## config.mk

```make
export PLATFORM = sky130hd
export DESIGN_NAME = sar_adc_avg
export DESIGN_NICKNAME = d
export VERILOG_FILES = /design/src/rtl/sar_adc_avg.sv
export SDC_FILE = /design/constraint.sdc
export NUM_CORES = 1
export LEC_CHECK = 0
export CAP_MARGIN = 25
export CORE_MARGIN = 2
export CORE_UTILIZATION = 47
export CTS_CLUSTER_DIAMETER = 150
export DETAILED_ROUTE_END_ITERATION = 7
export PLACE_DENSITY = 0.75
export SYNTH_ARGS = -nofsm -noshare
export SYNTH_HDL_FRONTEND = slang
export SYNTH_SLANG_ARGS = --single-unit
```

## constraint.sdc

```tcl
create_clock -name i_clk -period 1.95 [get_ports i_clk]
set_clock_uncertainty 0.15 [all_clocks]
set_input_delay 0.195 -clock i_clk [delete_from_list [all_inputs] [get_ports i_clk]]
set_output_delay 0.195 -clock i_clk [all_outputs]
set_load 0.01 [all_outputs]
```

## src/rtl/sar_adc_avg.sv

```systemverilog
// sar_adc_avg: sequencer and averaging consumer for the 8-bit SAR ADC stage.
// Paces ADC conversions from a programmable sample-period divider, sums
// 2^p_avg_log2 results and presents their average on a valid/ready output.
// Optional build macro SAR_ADC_AVG_ROUND_EN: round-half-up and saturate the
// average instead of truncating it.
module sar_adc_avg #(
    parameter int p_bit_cnt  = 8,
    parameter int p_avg_log2 = 2,
    parameter int p_div_bits = 16
) (
    input  logic                  i_clk,
    input  logic                  i_reset,
    input  logic                  i_enable,
    input  logic [p_div_bits-1:0] i_div,
    output logic                  o_adc_start,
    input  logic                  i_adc_busy,
    input  logic [p_bit_cnt-1:0]  i_adc_res,
    input  logic                  i_adc_valid,
    output logic [p_bit_cnt-1:0]  o_data,
    output logic                  o_valid,
    input  logic                  i_ready,
    output logic                  o_overrun
);

    // Sum of 2^p_avg_log2 full-scale samples always fits in acc_w bits.
    localparam int acc_w = p_bit_cnt + p_avg_log2;
    localparam int cnt_w = p_avg_log2 + 1;
    localparam logic [cnt_w-1:0] cnt_full = {{(cnt_w-1){1'b0}}, 1'b1} << p_avg_log2;

    typedef enum logic [2:0] {
        S_IDLE,
        S_WAIT,
        S_START,
        S_ARM,
        S_CONV
    } state_t;

    state_t                  state;
    logic [p_div_bits-1:0]   div_cnt;
    logic                    div_tick;
    logic [acc_w-1:0]        acc;
    logic [acc_w-1:0]        acc_next;
    logic [cnt_w-1:0]        cnt;
    logic [cnt_w-1:0]        cnt_next;

`ifdef SAR_ADC_AVG_ROUND_EN
    // Half an LSB of the output, expressed in accumulator units (0 when no averaging).
    localparam logic [acc_w:0] round_half = (acc_w+1)'((1 << p_avg_log2) >> 1);
    localparam logic [acc_w:0] sat_max    = {{(acc_w+1-p_bit_cnt){1'b0}}, {p_bit_cnt{1'b1}}};

    function automatic logic [acc_w:0] round_shift(input logic [acc_w-1:0] total);
        logic [acc_w:0] sum;
        sum = {1'b0, total} + round_half;
        return sum >> p_avg_log2;
    endfunction

    function automatic logic [p_bit_cnt-1:0] sat_out(input logic [acc_w:0] val);
        logic [acc_w:0] clipped;
        clipped = (val > sat_max) ? sat_max : val;
        return clipped[p_bit_cnt-1:0];
    endfunction

    function automatic logic [p_bit_cnt-1:0] avg_of(input logic [acc_w-1:0] total);
        return sat_out(round_shift(total));
    endfunction
`else
    function automatic logic [p_bit_cnt-1:0] avg_of(input logic [acc_w-1:0] total);
        logic [acc_w-1:0] shifted;
        shifted = total >> p_avg_log2;
        return shifted[p_bit_cnt-1:0];
    endfunction
`endif

    assign div_tick = i_enable && (div_cnt == i_div);
    assign acc_next = acc + acc_w'(i_adc_res);
    assign cnt_next = cnt + cnt_w'(1);

    // Sample-period divider: free-runs 0..i_div while enabled, parked at 0 otherwise.
    always_ff @(posedge i_clk) begin
        if (i_reset) begin
            div_cnt <= '0;
        end else if (!i_enable || div_tick) begin
            div_cnt <= '0;
        end else begin
            div_cnt <= div_cnt + 1'b1;
        end
    end

    // Conversion sequencer, accumulator and output register with overrun flag.
    always_ff @(posedge i_clk) begin
        if (i_reset) begin
            state       <= S_IDLE;
            o_adc_start <= 1'b0;
            acc         <= '0;
            cnt         <= '0;
            o_data      <= '0;
            o_valid     <= 1'b0;
            o_overrun   <= 1'b0;
        end else begin
            o_adc_start <= 1'b0;
            // A plain handshake empties the register; a same-edge load below overrides it.
            if (o_valid && i_ready) begin
                o_valid <= 1'b0;
            end
            case (state)
                S_IDLE: begin
                    if (i_enable) begin
                        state     <= S_WAIT;
                        o_overrun <= 1'b0;
                    end
                end
                S_WAIT: begin
                    if (!i_enable) begin
                        state <= S_IDLE;
                        acc   <= '0;
                        cnt   <= '0;
                    end else if (div_tick) begin
                        state       <= S_START;
                        o_adc_start <= 1'b1;
                    end
                end
                S_START: begin
                    state <= S_ARM;
                end
                S_ARM: begin
                    // Valid may still be high from the previous conversion; only busy counts here.
                    if (i_adc_busy) begin
                        state <= S_CONV;
                    end
                end
                S_CONV: begin
                    if (i_adc_valid) begin
                        state <= S_WAIT;
                        if (cnt_next == cnt_full) begin
                            acc <= '0;
                            cnt <= '0;
                            if (!o_valid || i_ready) begin
                                o_data  <= avg_of(acc_next);
                                o_valid <= 1'b1;
                            end else begin
                                o_overrun <= 1'b1;
                            end
                        end else begin
                            acc <= acc_next;
                            cnt <= cnt_next;
                        end
                    end
                end
                default: begin
                    state <= S_IDLE;
                end
            endcase
        end
    end

endmodule

```

==> summary.txt, run 1 <==
Worst setup path
  • CP arrival: 2160 ps
  • Reg-to-Reg End: acc[8]$_SDFFE_PP0P_
  • FF-to-FF path depth: 9
  • Critical Path, Cell by Cell: ha_4, inv_2, fa_2, nor2b_2, o31a_1, o211ai_1, buf_4, a211o_1, a31oi_1
  • Startpoint Class: flop
  • WP data required: 2020 ps
  • Crit path largest cell delay: 350 ps
  • Critical Path Fanout Max: 3
  • Worst reg2reg path startpoint: acc[0]$_SDFFE_PP0P_
  • Critical path's slowest cell: dfxtp_2
  • Crit path capture type: flop
  • Worst Setup Path Type: flop to flop
  • Worst reg2reg setup slack: -140 ps

Yosys
  • Syn_nets: 309
  • Mean area per synthesized cell: 8.68 um^2
  • Asr flop ratio synth: 0%
  • Distinct cells, synth: 47
  • Post-Syn Area: 2320 um^2
  • Synth Area in Simple Gates: 24.6%
  • Ys Warns: 0
  • Mux cell area share after synthesis: 0.432%
  • Seq/Total Area, Yosys: 37.1%
  • Number of synthesized flops with an enable pin: 0
  • Compound-gate portion of the synthesized area: 16.5%
  • Largest family of logic cells by synthesized area: simple AND/OR/NAND/NOR gates
  • Flops & latches, synth: 43
  • Top FF cell, synth: dfxtp_1
  • Adder-cell share of the synthesized area: 6.80%
  • Synth Instances: 267
  • Post-Synth XOR/XNOR Area: 12.1%

Layout
  • N_diodes: 0
  • Area grow syn2layout: 33.6%
  • Layout Nets: 373
  • Ratio of cells with drive above 1 in the final layout: 14.2%

Placed design
  • PortBufs: 40
  • Post-DP HPWL: 3870 um
  • Routability cong.: 0.841
  • Pre-CTS WS: -536 ps

GRT
  • GRT Residual Overflow: 0
  • Total track usage: 20.2%
  • Pin count of the biggest net entering global routing: 20
  • Vias in the first global route: 1975
  • First-pass GRT wire length: 8700 um
  • Initial antenna violation count: 0

CTS
  • CTS tree: done
  • Hold-fix buffers at CTS: 0
  • CTS Buffer Depth: 2
  • CTS buffer count: 5
  • Clock Root Buffer: clkbuf_8
  • Worst-path clk slew: 80 ps
  • # clock sinks: 43
  • Later-pin clock latency in the skew report: 290 ps
  • Clock H-tree levels: 2

Timing
  • Period minus WS final: 2090 ps
  • Worst slew margin: 69.7%
  • Slew of the pin with the lowest slew margin: 453 ps
  • Slack of the critical path: -145 ps
  • Pins Over Slew Limit: 0
  • Finish-stage setup viols: 4
  • Fin crit share: 107%
  • Final hold viol count: 0
  • RSZ-0062 raised after global routing: yes
  • F_max: 0.477 GHz

Min path
  • Hold endpoint: o_data[3]$_SDFFE_PP0P_
  • Hold Startpoint: o_data[3]$_SDFFE_PP0P_
  • Hold Path Stages: 2
  • Hold Crit Class: flop to flop

Floorplanning
  • Initial core utilization: 48.8%
  • Die H: 74.2 um
  • Die Area: 5510 um^2
  • I/O pins: 41
  • Die Width: 74.2 um
  • Core Region: 4750 um^2
  • Std cell rows: 25

Route
  • Vias per std cell: 5.31
  • Via Count: 2117
  • Drt pass-1 iters: 4
  • Drt initial violations: 167
  • Wirelength, routed: 5220 um
  • DRC viols: 0
  • Wire length per cell: 13.1 um
  • Post-route ant nets: 0

Pwr
  • Lkg Pwr: 1.24 nW
  • PwrDens: 539 nW/um^2
  • Total power: 1.67 mW
  • VDD IR max: 0.000496 V

Status
  • Failing checks: setup timing
  • Status: finished, violations left

Run
  • Max Cap Viol: 0
==> per-layer routing <==
layer,vias to the layer above,part of all wire (%),global-route usage (%)
met5,-,0,0
met4,0,0.69,5.16
met3,4,4.4,4.34
met2,45,48,34.4
met1,985,47,26.2
li1,1083,-,-
==> power breakdown <==
| group | switching [mW] | internal (mW) |
|---|---|---|
| clock network | 0.295 | 0.324 |
| registers | 0.00685 | 0.881 |
| logic | 0.0679 | 0.0961 |
==> logic make-up after synthesis <==
kind of cell,after synthesis
adder cells (fa/ha/maj),12
XOR/XNOR,32
flip-flops,43
multiplexers,1
AO/OA/AOI/OAI,56
buffers and inverters,14
AND/OR/NAND/NOR,109
==> worst max-delay path, delay by kind of cell, from the launching register on <==
family,cells,cell delay [ps]
buffers and inverters,2,210
adders and majority gates,2,470
DFF,1,350
AOI/OAI and AO/OA,4,710
and+or+nand+nor,1,130
==> how the worst max path moves through the flow <==
| stage | from | end | slack, ps | cells past startpoint |
|---|---|---|---|---|
| 3_5_place_dp | i_adc_res[0] | o_data[6]$_SDFFE_PP0P_ | -540 | 9 |
| 5_1_grt | acc[0]$_SDFFE_PP0P_ | acc[8]$_SDFFE_PP0P_ | -250 | 9 |
| 6_report | acc[0]$_SDFFE_PP0P_ | acc[8]$_SDFFE_PP0P_ | -140 | 9 |
| 2_1_floorplan | acc[0]$_SDFFE_PP0P_ | o_data[6]$_SDFFE_PP0P_ | -80 | 8 |
| 3_3_place_gp | i_adc_res[0] | o_data[6]$_SDFFE_PP0P_ | -480 | 9 |
| 4_1_cts | acc[0]$_SDFFE_PP0P_ | o_data[6]$_SDFFE_PP0P_ | -160 | 8 |
==> synth_stat cells (2+ instances only) <==
master	n	area, um^2
a211oi_1	3	22.5
a21o_1	5	37.5
a21oi_1	17	85.1
a22oi_1	5	37.5
a31oi_1	2	12.5
a32oi_1	3	26.3
and3_1	7	43.8
and4_1	2	17.5
buf_2	3	15.0
clkbuf_1	5	18.8
dfxtp_1	43	861
ha_1	11	138
inv_1	5	18.8
nand2_1	18	67.6
nand2b_1	7	43.8
nand3_1	11	55.1
nand3b_1	5	37.5
nand4_1	6	37.5
nor2_1	30	113
nor2b_1	4	25.0
nor3_1	2	10.0
nor3b_1	2	15.0
nor4_1	5	31.3
o2111ai_1	2	17.5
o211a_1	2	20.0
o211ai_1	2	15.0
o21a_1	3	22.5
o21ai_0	5	25.0
or3_1	3	18.8
or4_1	2	15.0
xnor2_1	6	52.6
xor2_1	26	228
==> per-stage QoR <==
step / utilization, % / hold slack (ps) / setup TNS, ps / cells / instance area (um^2)
2_1_floorplan: - / 202 / -75.0 / 267 / 2330
3_3_place_gp: 61.9 / 291 / -3220 / 387 / 2950
3_5_place_dp: 61.9 / 298 / -3710 / 387 / 2950
4_1_cts: 64.4 / 309 / -422 / 396 / 3060
5_1_grt: 65.2 / 334 / -709 / 399 / 3100
6_report: 65.2 / 305 / -294 / 399 / 3100
==> cells in the final DEF, fill, tap and decap left out, drive strengths merged, types with 3 or more instances in the layout <==
master	count
nand3b	5
nor2	31
clkdlybuf4s50	39
a21o	5
xnor2	6
nand2	18
o21ai	5
inv	5
nand4	6
nand3	12
a32oi	3
clkbuf	8
a211oi	3
and3	7
nand2b	7
ha	11
or3	3
o21a	3
a21oi	17
a22oi	5
dfxtp	43
nor2b	4
nor4	5
xor2	26
buf	26
==> state kept, by name, summed over array words and instances (netlist names) <==
| register | cells |
|---|---|
| acc | 10 |
| o_adc_start | 1 |
| div_cnt | 16 |
| o_overrun | 1 |
| cnt | 3 |
| o_data | 8 |
| state | 3 |
| o_valid | 1 |
==> timing repair <==
| action | 4_1_cts | 5_1_grt |
|---|---|---|
| setup endpoints to repair | 6 | 12 |
| gates resized for setup | 5 | 6 |
| pin swaps | 6 | 6 |
| buffers inserted | 1 | 3 |
==> cell type report <==
| class | instances | area [um^2] |
|---|---|---|
| well taps | 67 | 83.8 |
| fillers | 424 | 1660 |
| flip-flops and latches | 43 | 863 |
| clock buffers | 8 | 100 |
| multi-input cells | 210 | 1440 |
| inverters | 5 | 18.8 |
| repair buffers | 66 | 594 |
Power figures use the tool's default switching activity.
==> inputs of run 2 (changes only) <==
ABC_CLOCK_PERIOD_IN_PS = 1950   (was default)
==> results of run 2 <==
No change in the layout: final DEF, timing and power equal those of run 1.
==> inputs of run 3 (changes only) <==
SLEW_MARGIN = 10   (was default)
==> results of run 3 <==
No change in the layout: final DEF, timing and power equal those of run 1.
